### src/rtl/fifo_stream_reader.sv
// fifo_stream_reader: pops PAR_READ-lane FIFO words and emits them one element per beat.
// Define READER_PREFETCH_EN to pop the next word on the last-lane handshake and skip the FETCH bubble.
module fifo_stream_reader #(
  parameter int DATA_WIDTH = 16,
  parameter int PAR_READ   = 1,
  parameter int LEN_WIDTH  = 16
) (
  input  logic                           clk,
  input  logic                           rst_n,
  input  logic                           start,
  input  logic [LEN_WIDTH-1:0]           total_len,
  input  logic                           fifo_valid,
  input  logic [DATA_WIDTH*PAR_READ-1:0] fifo_data,
  output logic                           fifo_ren,
  output logic                           out_valid,
  output logic [DATA_WIDTH-1:0]          out_data,
  input  logic                           out_ready,
  output logic                           busy,
  output logic                           done,
  output logic [LEN_WIDTH-1:0]           elem_count
);
  localparam int LW = PAR_READ > 1 ? $clog2(PAR_READ) : 1;
  localparam logic [LW-1:0] LAST = LW'(PAR_READ - 1);
  typedef enum logic [1:0] {IDLE, FETCH, EMIT, DONE} state_t;
  state_t                         state_q, state_d;
  logic [DATA_WIDTH*PAR_READ-1:0] word_q, word_d;
  logic [LW-1:0]                  lane_q, lane_d;
  logic [LEN_WIDTH-1:0]           cnt_q, cnt_d, len_q, len_d, cnt_inc;
  logic                           hs;
  always_comb begin
    cnt_inc  = cnt_q + LEN_WIDTH'(1);
    hs       = state_q == EMIT && out_ready;
    state_d  = state_q;
    word_d   = word_q;
    lane_d   = lane_q;
    cnt_d    = cnt_q;
    len_d    = len_q;
    fifo_ren = 1'b0;
    case (state_q)
      IDLE: if (start) begin
        len_d   = total_len;
        cnt_d   = '0;
        state_d = total_len == '0 ? DONE : FETCH;
      end
      FETCH: begin
        fifo_ren = fifo_valid;
        if (fifo_valid) begin
          word_d  = fifo_data;
          lane_d  = '0;
          state_d = EMIT;
        end
      end
      EMIT: if (hs) begin
        cnt_d = cnt_inc;
        if (cnt_inc == len_q) state_d = DONE;
        else if (lane_q == LAST) begin
`ifdef READER_PREFETCH_EN
          fifo_ren = fifo_valid;
          if (fifo_valid) begin
            word_d = fifo_data;
            lane_d = '0;
          end
          state_d = fifo_valid ? EMIT : FETCH;
`else
          state_d = FETCH;
`endif
        end else lane_d = lane_q + LW'(1);
      end
      default: state_d = IDLE;
    endcase
  end
  always_ff @(posedge clk or negedge rst_n)
    if (!rst_n) begin
      state_q <= IDLE;
      word_q  <= '0;
      lane_q  <= '0;
      cnt_q   <= '0;
      len_q   <= '0;
    end else begin
      state_q <= state_d;
      word_q  <= word_d;
      lane_q  <= lane_d;
      cnt_q   <= cnt_d;
      len_q   <= len_d;
    end
  assign out_valid  = state_q == EMIT;
  assign out_data   = DATA_WIDTH'(word_q >> (DATA_WIDTH * lane_q));
  assign busy       = state_q == FETCH || state_q == EMIT;
  assign done       = state_q == DONE;
  assign elem_count = cnt_q;
endmodule

### config.mk
export PLATFORM = sky130hd
export DESIGN_NAME = fifo_stream_reader
export DESIGN_NICKNAME = d
export VERILOG_FILES = /design/src/rtl/fifo_stream_reader.sv
export SDC_FILE = /design/constraint.sdc
export NUM_CORES = 1
export LEC_CHECK = 0
export BUFFER_PORTS_ARGS = -buffer_cell sky130_fd_sc_hd__buf_4
export CAP_MARGIN = 20
export CORE_UTILIZATION = 47
export DETAILED_ROUTE_END_ITERATION = 8
export PLACE_DENSITY = 0.72
export SETUP_SLACK_MARGIN = 0.02
export SLEW_MARGIN = 30
export SYNTH_ARGS = -nofsm -noshare
export SYNTH_HDL_FRONTEND = slang
export SYNTH_SLANG_ARGS = --single-unit
### constraint.sdc
create_clock -name clk -period 1.9 [get_ports clk]
set_input_delay 0.38 -clock clk [delete_from_list [all_inputs] [get_ports clk]]
set_output_delay 0.38 -clock clk [all_outputs]
set_load 0.03 [all_outputs]
### Yosys cells after proc, flatten, opt, wreduce, memory -nomap -nowiden

Index checks and enable logic that the tools add are counted.

* register bits after elaboration: 51
* input bits: 37
* output and inout port bits: 36
* word-level logic and storage cells: 44

* add/sub/neg operators: 2
* equality and inequality tests: 9
* shifts and indexed selects: 1
* multiplexer cells: 16
* reductions and logical operators: 11

Operator list (number)
* 2-to-1 mux 16 bit: 2
* one-hot mux 16 bit (2 select lines): 1
* adder 16 x 1 -> 16 bit, second input constant: 1
* == test 16 bit: 1
* zero test 16 bit: 1
* >> shifter 16 x 5 -> 16 bit: 1
* 2-to-1 mux 2 bit: 6
* AND reduction 4 bit: 2
* inequality test 2 bit, second input constant: 3
* one-hot mux 2 bit (3 select lines): 1
* 2-to-1 mux 1 bit: 5
* == test 2 bit, second input constant: 2
* AND reduction 2 bit: 2
* nonzero test 2 bit: 2
* inequality test 3 x 2 -> 1 bit, second input constant: 1
* AND reduction 3 bit: 1
* == test 2 x 1 -> 1 bit, second input constant: 1
* zero test 2 bit: 1
* inequality test 2 x 1 -> 1 bit, second input constant: 1
* one-hot mux 1 bit (2 select lines): 1
* adder 1 bit, second input constant: 1
* logical AND 1 bit: 1
* logical OR 1 bit: 1

### Depth between registers and ports, before layout

Gate-level depths: netlist of run 1.

* word-level depth: 5
* mapped depth: 8
* depth with buffers taken out: 8

### Least setup slack after synthesis of run 1

No wires, ideal clock.

* path kind: register to register
* start point: register cnt_q[0], in the netlist elem_count[0]
* end point: register state_q[1]
* setup time: 0.077 ns
* arrival: 2.077 ns
* required time: 1.823 ns
* path slack: -0.254 ns
* stages on the path, launching flop included: 8
* path buffers: 0
* clock period less this slack: 2.154 ns
* path through: dfrtp_1 ha_1 xor2_1 a2111oi_0 nand4_1 a2111oi_0 nand4_1 o21ai_1

* cells in the longest elaborated chain, start to end: 5
* elaborated cells on any way between the ends: 7
* classes of those cells: add/sub: 1; eq/ne: 2; mux: 3; reduce/logical: 1

RTL lines
* from (decl): line 28 `logic [LEN_WIDTH-1:0] cnt_q, cnt_d, len_q, len_d, cnt_inc;`
* from (signal assigned): line 83 `cnt_q <= cnt_d;`
* adder 16 x 1 -> 16 bit (*): line 31 `cnt_inc = cnt_q + LEN_WIDTH'(1);`
* == test 16 bit (*): line 55 `if (cnt_inc == len_q) state_d = DONE;`
* 2-to-1 mux 2 bit: line 55
* 2-to-1 mux 2 bit: line 53 `EMIT: if (hs) begin`
* one-hot mux 2 bit (3 select lines): line 39 `case (state_q)`
* to (signal assigned): line 80 `state_q <= state_d;`
* to (decl): line 25 `state_t state_q, state_d;`

Every way passes the cells marked *; elsewhere a longest branch is shown, timed or not. The select of a mux whose other input is x is not followed.
A chain may end at the register's enable or synchronous reset.

### Worst setup path in the final report of run 1

Ends and elaborated chain as after synthesis.

==> results of run 1 <==
==> power by group through the flow <==
stage | combinational, mW | sequential (mW) | clock [mW]
global route | 2.75 | 1.78 | 0.816
detailed placement | 2.47 | 1.75 | 0
finish | 2.56 | 1.74 | 0.763
floorplan | 1.22 | 2.08 | 0
global placement | 2.43 | 1.72 | 0
CTS | 2.56 | 1.74 | 0.775
==> per-stage QoR <==
step	cell area, um2	hold WS (ns)	cells	total power, mW	setup TNS, ns
6_report	3770	0.0766	436	5.07	-0.0155
5_1_grt	3770	0.138	436	5.35	-0.118
3_5_place_dp	3560	0.446	426	4.22	-0.154
3_3_place_gp	3560	0.452	426	4.15	-0.0643
4_1_cts	3750	0.108	436	5.07	0
2_1_floorplan	2750	0.0844	263	3.30	-0.128
==> state kept, by name, indices dropped and copies added, names as in the netlist <==
signal	cells
len_q	16
state_q	2
word_q	16
elem_count	16
==> cells in the final DEF (no fill, tap or decap), types with 4 or more instances in the layout <==
master    instances
nand3_1           6
o31ai_1           6
dfrtp_2           4
xnor2_1          13
nor2b_1           5
nand2_1          17
nor2_1           16
a21oi_1           6
dfrtp_1          46
o21ai_0          27
clkbuf_8          5
mux2_2           34
inv_1             7
nand4_1           7
xor2_1            5
buf_4           103
==> area by class of cell <==
| cell class | instances | area, um2 |
|---|---|---|
| Clock buffer | 6 | 72.6 |
| Tap cell | 72 | 90.1 |
| Multi-Input combinational cell | 192 | 1480 |
| Inverter | 8 | 30.0 |
| Clock inverter | 2 | 37.5 |
| Fill cell | 442 | 1770 |
| Sequential cell | 50 | 1260 |
| Timing Repair Buffer | 106 | 807 |
==> final timing paths <==
| path | startpoint | to | slack (ns) |
|---|---|---|---|
| worst max-delay path | elem_count[0] | state_q[1] | -0.02 |
| worst min-delay path | rst_n | elem_count[14] | 0.08 |
| worst max register to register | elem_count[0] | state_q[1] | -0.02 |
| worst min register to register | word_q[15] | word_q[15] | 0.51 |
| max in group asynchronous | rst_n | elem_count[0] | 1.37 |
| min in group clk | fifo_data[15] | word_q[15] | 0.30 |
==> critical path: cells and delay by family (launching register included) <==
| family | cells | cell delay, ns |
|---|---|---|
| XOR/XNOR | 1 | 0.08 |
| AO/OA/AOI/OAI | 2 | 0.52 |
| AND/OR/NAND/NOR | 3 | 0.52 |
| flip-flops | 1 | 0.40 |
| buffers and inverters | 2 | 0.35 |
==> logic make-up after synthesis <==
group                    count (synthesis)
buffers and inverters                   21
AO/OA/AOI/OAI                           56
flip-flops                              50
XOR/XNOR                                18
AND/OR/NAND/NOR                         79
multiplexers                            34
adder cells (fa/ha/maj)                  5
==> repair_timing <==
item                       4_1_cts  5_1_grt
setup endpoints to repair        2       16
pin swaps                        9        3
resized for setup               16        5
hold buffers                     0        0
setup buffers                    2        0
cloned                           0        0
==> layer usage <==
metal  GRT usage (%)  part of all wire (%)  vias up
li1                -                     -     1145
met1            30.4                    40     1213
met2            42.2                    50       92
met3            5.81                   8.0       13
met4            8.89                   2.1        0
met5               0                     0        -
==> metrics, run 1 <==
status=complete, but fails checks; failing checks=setup timing; Post-DP HPWL=5160 um; post-synthesis simple-gate area fraction=16.2%; number of routed nets with antenna violations=0; Clk Tree Root Cell=clkbuf_8; EDFF count, synth=0; sw frac=39.5%; Cells after Synth=263; Logic pwr share=50.6%; synth cell count leaders=50 x dfrtp_1, 34 x mux2_2, 27 x o21ai_0, 18 x nand2_1, 17 x nor2_1; Starting Density=49.2%; share of cells above drive strength 1=47.3%; CP endpoint kind=flip-flop; row cnt=27; TritonRoute pass-1 iters=4; largest family of logic cells by synthesized area=simple AND/OR/NAND/NOR gates; first-pass GRT wire length=11700 um; Yosys cell types=44; worst skew pair latency=0.31 ns; IO buf count=72; top post-synthesis cells by area=dfrtp_1 46%, mux2_2 14%, o21ai_0 5.0%; Worst Hold Class=input pin to asynchronous set/reset pin; area grow syn2layout=38.4%; Worst Slack Setup Final=-0.0155 ns; RSZ-0062 raised after global routing=yes; Max-Cap Viols=0; Die W=78.1 um; overall routing resource usage=24.7%; Peak VDD IR=0.952 mV; total CTS buffers=5; Yosys top cell area share=45.9%; Max Clk Rate=0.522 GHz; fraction of synthesized area in multiplexers=14.0%; pwr dens=1340 nW/um2; Worst EP arrival=2.15 ns; fin nets=405; setup slack at placement=-0.154 ns; max_slew headroom=58.5%; flops & latches, synth=50; max incr delay on CP=0.40 ns; most instantiated library cell after synthesis=dfrtp_1; Pint=3.07 mW; vias per inst=5.65; CP Cell Sequence=buf_6 -> nand4_1 -> buf_4 -> nor2_2 -> and3_4 -> xnor2_1 -> a2111o_1 -> o21ai_1; Yosys warning count=0; worst reg-to-reg path cell count=8; CP Data Required Time=2.14 ns; critical path class=flip-flop to flip-flop; period utilization=101%; initial antenna violation count=0; clk_skew=0.00636 ns; CTS tree=built; Max Slew Vio Count=0; RD Place Congestion=0.874; routed vias=2463; drt total wl=6990 um; Synth Flop Type=dfrtp_1; P_leak=1.72 nW; fin util=68.1%; Post-route DRC=0; syn avg cell area=10.4 um2; sequential area share after synthesis=45.9%; core area=5540 um2; WL/cell=16.0 um; Hold Vio Cnt, Final=0; worst slew pin tran=0.623 ns; Adder-Cell Fraction of Synth Area=2.30%; H-Tree Depth=2; Synth Area in Compound Gates=12.6%; Setup crit start kind=flip-flop; critical path's slowest cell=dfrtp_2; mapped cell area=2730 um2; Mapped Nets=305; clk buf depth=2; num ports=73; vias in the first global route=2477; crit-path max FO=7; Synth Area in XOR/XNOR=5.79%; Die Ht=78.1 um; GR Overflow Total=0; clock share of power=15.0%; switching pwr=2.00 mW; fraction of registers with async set or reset after synthesis=100%; diode count=0; Seq pwr share=34.4%; Initial DRC Count=187; largest net degree at the start of global routing=51; Reg clk slew, reported paths=0.10 ns; CTS Sinks=50; endpoints failing setup=1; Tmin final=1.92 ns; die footprint=6110 um2; area leader, netlist=dfrtp_1
(Power assumes the default switching activity.)
==> run 2, diff against run 1 <==
CORE_UTILIZATION = 40   (was 47)
PLACE_DENSITY = 0.63   (was 0.72)
==> metrics, run 2 (synthesized netlist as in run 1, its figures left out) <==
most common cell after layout, fill and taps aside=buf_4; Clk Tree Root Cell=clkbuf_8; setup slack at placement=-0.172 ns (-0.0183 ns); Die W=84.5 um (+8.2%); failing checks=DRC, setup timing; clk_skew=0.0133 ns (+0.00697 ns); GR Overflow Total=0 (unchanged); row cnt=29 (+7.4%); CP endpoint kind=flip-flop; core area=6460 um2 (+17%); overall routing resource usage=20.7% (-4.0 points); H-Tree Depth=2 (unchanged); critical path's slowest cell=dfrtp_2; CTS Sinks=50 (unchanged); die footprint=7150 um2 (+17%); TritonRoute pass-1 iters=6 (+2); Starting Density=42.2% (-7.0 points); vias per inst=5.35 (-5.3%); vias in the first global route=2399 (-3.1%); clk buf depth=2 (unchanged); worst skew pair latency=0.32 ns (about the same); critical path class=flip-flop to flip-flop; setup slack, reg-to-reg=-0.04 ns (-0.03 ns); Reg clk slew, reported paths=0.10 ns (about the same); most frequent cells in the layout=104 x buf_4, 46 x dfrtp_1, 34 x mux2_2, 21 x o21ai_0; CP Data Required Time=2.14 ns (about the same); CTS tree=built; Setup crit start kind=flip-flop; dpl cells=431 (+1.2%); Post-DP HPWL=5200 um (+0.65%); diode count=0 (unchanged); Max Slew Vio Count=0 (unchanged); Post-route DRC=6 (+6); number of routed nets with antenna violations=0 (unchanged); pwr dens=1340 nW/um2 (-0.34%); Worst EP arrival=2.18 ns (+0.03 ns); max incr delay on CP=0.44 ns (+0.04 ns); worst r2r dst=state_q[1]; crit-path max FO=2 (-5); max_slew headroom=56.0% (-2.5 points); Finished Cell Area=3810 um2 (+1.1%); RD Place Congestion=0.859 (-1.7%); area grow syn2layout=39.9%; worst slew pin tran=0.660 ns (+0.0376 ns); Worst Slack Setup Final=-0.0427 ns (-0.0272 ns); first-pass GRT wire length=11700 um (+0.35%); largest net degree at the start of global routing=51 (unchanged); Pwr Total=5.11 mW (+0.76%); Tmin final=1.94 ns (+0.0272 ns); endpoints failing setup=1 (unchanged); initial antenna violation count=0 (unchanged); period utilization=102% (+1.4 points); Max-Cap Viols=0 (unchanged); Max Clk Rate=0.515 GHz (-1.4%); Initial DRC Count=102 (-45%); drt total wl=6980 um (-0.17%); share of cells above drive strength 1=47.4% (+0.16 points); Worst Hold Class=input pin to asynchronous set/reset pin; Placement Cell Area=3600 um2 (+0.88%); Die Ht=84.5 um (+8.2%); fin cells=444 (+1.8%); WL/cell=15.7 um (-2.0%); total CTS buffers=5 (unchanged); final setup TNS=-0.0427 ns (-0.0272 ns); num ports=73 (unchanged); Worst R2R Start=elem_count[0]; Worst setup startpoint=elem_count[0]; routed vias=2375 (-3.6%); worst reg-to-reg path cell count=8 (unchanged); fin util=59.0% (-9.0 points); status=complete, but fails checks; IO buf count=72 (unchanged); Worst setup endpoint=state_q[1]; fin nets=408 (+0.74%); cts-stage hold buffer count=0 (unchanged); CP Cell Sequence=buf_6 -> ha_4 -> xor2_2 -> a2111oi_2 -> nand4_1 -> a2111oi_2 -> nand4_1 -> o21ai_1; Peak VDD IR=0.937 mV (-1.5%); RSZ-0062 raised after global routing=yes; Hold Vio Cnt, Final=0 (unchanged); Hold WS=0.0930 ns (+0.0164 ns); P_leak=1.77 nW (+2.6%)
run 2: changes by cell type in the layout (fill, tap and decap cells not counted), moves of 2 or more:
| cell | before | now |
|---|---|---|
| o21ai_0 | 27 | 21 |
| buf_12 | 0 | 2 |
| nor4_2 | 2 | 0 |
| clkinv_4 | 0 | 2 |
| o21ai_1 | 2 | 8 |
run 2: cell type report:
class | instances | area, um2
clock buffers | 5 | 68.8
flip-flops and latches | 50 | 1260
clock inverters | 3 | 28.8
well taps | 77 | 96.3
multi-input cells | 192 | 1480
fillers | 566 | 2650
repair buffers | 109 | 855
inverters | 8 | 30.0
run 2: worst min-delay path by stage:
stage          start  slack, ns       endpoint
2_1_floorplan  rst_n       0.08  elem_count[0]
3_3_place_gp   rst_n       0.46       len_q[3]
3_5_place_dp   rst_n       0.45       len_q[3]
4_1_cts        rst_n       0.10     word_q[10]
5_1_grt        rst_n       0.14       len_q[3]
6_report       rst_n       0.09       len_q[3]
run 2: where the power goes:
part / internal [mW] / total [mW] / leakage, nW / switching, mW
Combinational: 1.32 / 2.67 / 1.10 / 1.35
Clock: 0.274 / 0.676 / 0.0502 / 0.402
Sequential: 1.45 / 1.76 / 0.618 / 0.309
Total: 3.05 / 5.11 / 1.77 / 2.06
run 2: timing repair:
action / in CTS / in global routing
hold endpoints to repair: 0 / 0
gates resized for setup: 10 / 15
pin swaps: 8 / 2
setup endpoints to repair: 2 / 14
buffers inserted: 5 / 0
run 2: metal layers:
layer | vias to the layer above | share of wire [%] | GRT usage, %
met5 | - | 0 | 0
met2 | 59 | 46 | 32.0
met3 | 13 | 4.3 | 3.44
met1 | 1149 | 48 | 30.0
li1 | 1154 | - | -
met4 | 0 | 1.7 | 6.32
run 2: critical path: cells and delay by family (launching register included):
kind                       cells  cell delay [ns]
and+or+nand+nor                2             0.31
DFF                            1             0.44
AOI/OAI and AO/OA              3             0.65
adders and majority gates      1             0.22
buffers and inverters          1             0.12
xor gates and xnor gates       1             0.15
==> run 3, diff against run 2 <==
CELL_PAD_IN_SITES_DETAIL_PLACEMENT = 0   (was default)
CELL_PAD_IN_SITES_GLOBAL_PLACEMENT = 1   (was default)
CORE_UTILIZATION = 36   (was 40)
PLACE_DENSITY = 0.73   (was 0.63)
==> metrics, run 3 (synthesized netlist as in run 1, its figures left out) <==
row cnt=31 (+6.9%); first-pass GRT wire length=11500 um (-1.6%); Worst EP arrival=2.17 ns (about the same); most frequent cell on the critical path=nand4_1; Setup crit start kind=flip-flop; Peak VDD IR=0.867 mV (-7.5%); core area=7290 um2 (+13%); dpl cells=456 (+5.8%); Tmin final=1.93 ns (-0.0124 ns); Starting Density=37.4% (-4.8 points); max incr delay on CP=0.47 ns (+0.03 ns); critical path's slowest cell=or3_4; fin nets=410 (+0.49%); Worst setup startpoint=elem_count[1]; worst reg-to-reg path cell count=7 (-1); crit-path max FO=5 (+3); Worst Slack Setup Final=-0.0303 ns (+0.0124 ns); CP endpoint kind=flip-flop; critical path class=flip-flop to flip-flop; Reg clk slew, reported paths=0.10 ns (about the same); diode count=0 (unchanged); Worst R2R Start=elem_count[1]; num ports=73 (unchanged); drt total wl=7250 um (+3.8%); status=complete, but fails checks; total CTS buffers=5 (unchanged); setup slack, reg-to-reg=-0.03 ns (about the same); CP Cell Sequence=buf_6 -> nand4_1 -> or3_4 -> xnor2_2 -> a2111oi_2 -> nand4_1 -> o21ai_1; clk buf depth=2 (unchanged); endpoints failing setup=1 (unchanged); clk_skew=0.00509 ns (-0.00824 ns); share of cells above drive strength 1=47.2% (-0.26 points); Buf+Inv Stages, Crit Path=1 (unchanged); most frequent cells in the layout=108 x buf_4, 46 x dfrtp_1, 34 x mux2_2, 25 x o21ai_0; GR Overflow Total=0 (unchanged); Pwr Total=5.06 mW (-0.88%); Die W=89.0 um (+5.3%); Max Slew Vio Count=0 (unchanged); RD Place Congestion=0.883 (+2.8%); P_leak=1.74 nW (-1.8%); fin cells=468 (+5.4%); Clk Tree Root Cell=clkbuf_8; most common cell after layout, fill and taps aside=buf_4; largest net degree at the start of global routing=51 (unchanged); CP Data Required Time=2.14 ns (about the same); # fillers=715 (+26%); number of routed nets with antenna violations=0 (unchanged); metal2 WL=3430 um (+6.4%); CTS Sinks=50 (unchanged); H-Tree Depth=2 (unchanged); Worst Hold Class=input pin to asynchronous set/reset pin; period utilization=102% (-0.65 points); RSZ-0062 raised after global routing=yes; Post-DP HPWL=5410 um (+4.0%); met3 wire length=422 um (+40%); initial antenna violation count=0 (unchanged); Hold WS=0.0863 ns (-0.00674 ns); IO buf count=72 (unchanged); vias in the first global route=2314 (-3.5%); CTS tree=built; top layer in use=met4; final setup TNS=-0.0303 ns (+0.0124 ns); delay-heaviest family, CP=simple AND/OR/NAND/NOR gates; WL/cell=15.5 um (-1.5%); TritonRoute pass-1 iters=4 (-2); failing checks=setup timing; overall routing resource usage=19.4% (-1.3 points); max_slew headroom=57.6% (+1.6 points); vias per inst=5.09 (-4.9%); cts-stage hold buffer count=0 (unchanged); worst slew pin tran=0.636 ns (-0.0240 ns); Max-Cap Viols=0 (unchanged); worst skew pair latency=0.31 ns (about the same); Max Clk Rate=0.518 GHz (+0.64%); metal1 wirelength=3320 um (-0.33%); Initial DRC Count=162 (+59%); Hold Vio Cnt, Final=0 (unchanged); pwr dens=1330 nW/um2 (-1.0%); worst r2r dst=state_q[1]; routed vias=2381 (+0.25%); Post-route DRC=0 (-6); die footprint=7920 um2 (+11%); area grow syn2layout=40.2%; Die Ht=89.0 um (+5.3%)
-- run 3: per-layer routing --
layer / vias to the layer above / global-route usage, %
li1: 1156 / -
met1: 1144 / 25.6
met2: 74 / 32.2
met3: 7 / 4.62
met4: 0 / 5.34
met5: - / 0
-- run 3: how the worst max path moves through the flow --
stage	end	slack, ns	cells after the start
2_1_floorplan	state_q[1]	-0.13	7
3_3_place_gp	state_q[1]	-0.07	7
3_5_place_dp	state_q[1]	-0.17	7
4_1_cts	state_q[1]	-0.08	7
5_1_grt	state_q[1]	-0.19	8
6_report	state_q[1]	-0.03	7
-- run 3: timing repair --
action,in CTS,in global routing
pin swaps,7,6
buffers inserted,0,4
resized for setup,4,11
setup endpoints to repair,1,2
hold endpoints to repair,0,0
-- run 3: layout make-up --
| cell class | instances | area [um2] | share of cell area (%) |
|---|---|---|---|
| Clock buffer | 6 | 82.6 | 2.16 |
| Clock inverter | 2 | 16.3 | 0.426 |
| Inverter | 8 | 30.0 | 0.786 |
| Multi-Input combinational cell | 192 | 1460 | 38.2 |
| Sequential cell | 50 | 1260 | 32.9 |
| Tap cell | 99 | 124 | 3.24 |
| Timing Repair Buffer | 111 | 853 | 22.3 |
-- run 3: through the flow --
stage	utilization [%]	setup WS (ns)	area (um2)
3_5_place_dp	49.8	-0.168	3630
4_1_cts	51.4	-0.0819	3750
2_1_floorplan	-	-0.128	2750
5_1_grt	52.4	-0.193	3820
6_report	52.4	-0.0303	3820
3_3_place_gp	49.8	-0.0736	3630
-- run 3: report_power, final --
| part | internal (mW) | switching [mW] | total [mW] | leakage, nW |
|---|---|---|---|---|
| Combinational | 1.28 | 1.36 | 2.64 | 1.07 |
| Clock | 0.301 | 0.387 | 0.688 | 0.0478 |
| Sequential | 1.45 | 0.278 | 1.73 | 0.618 |
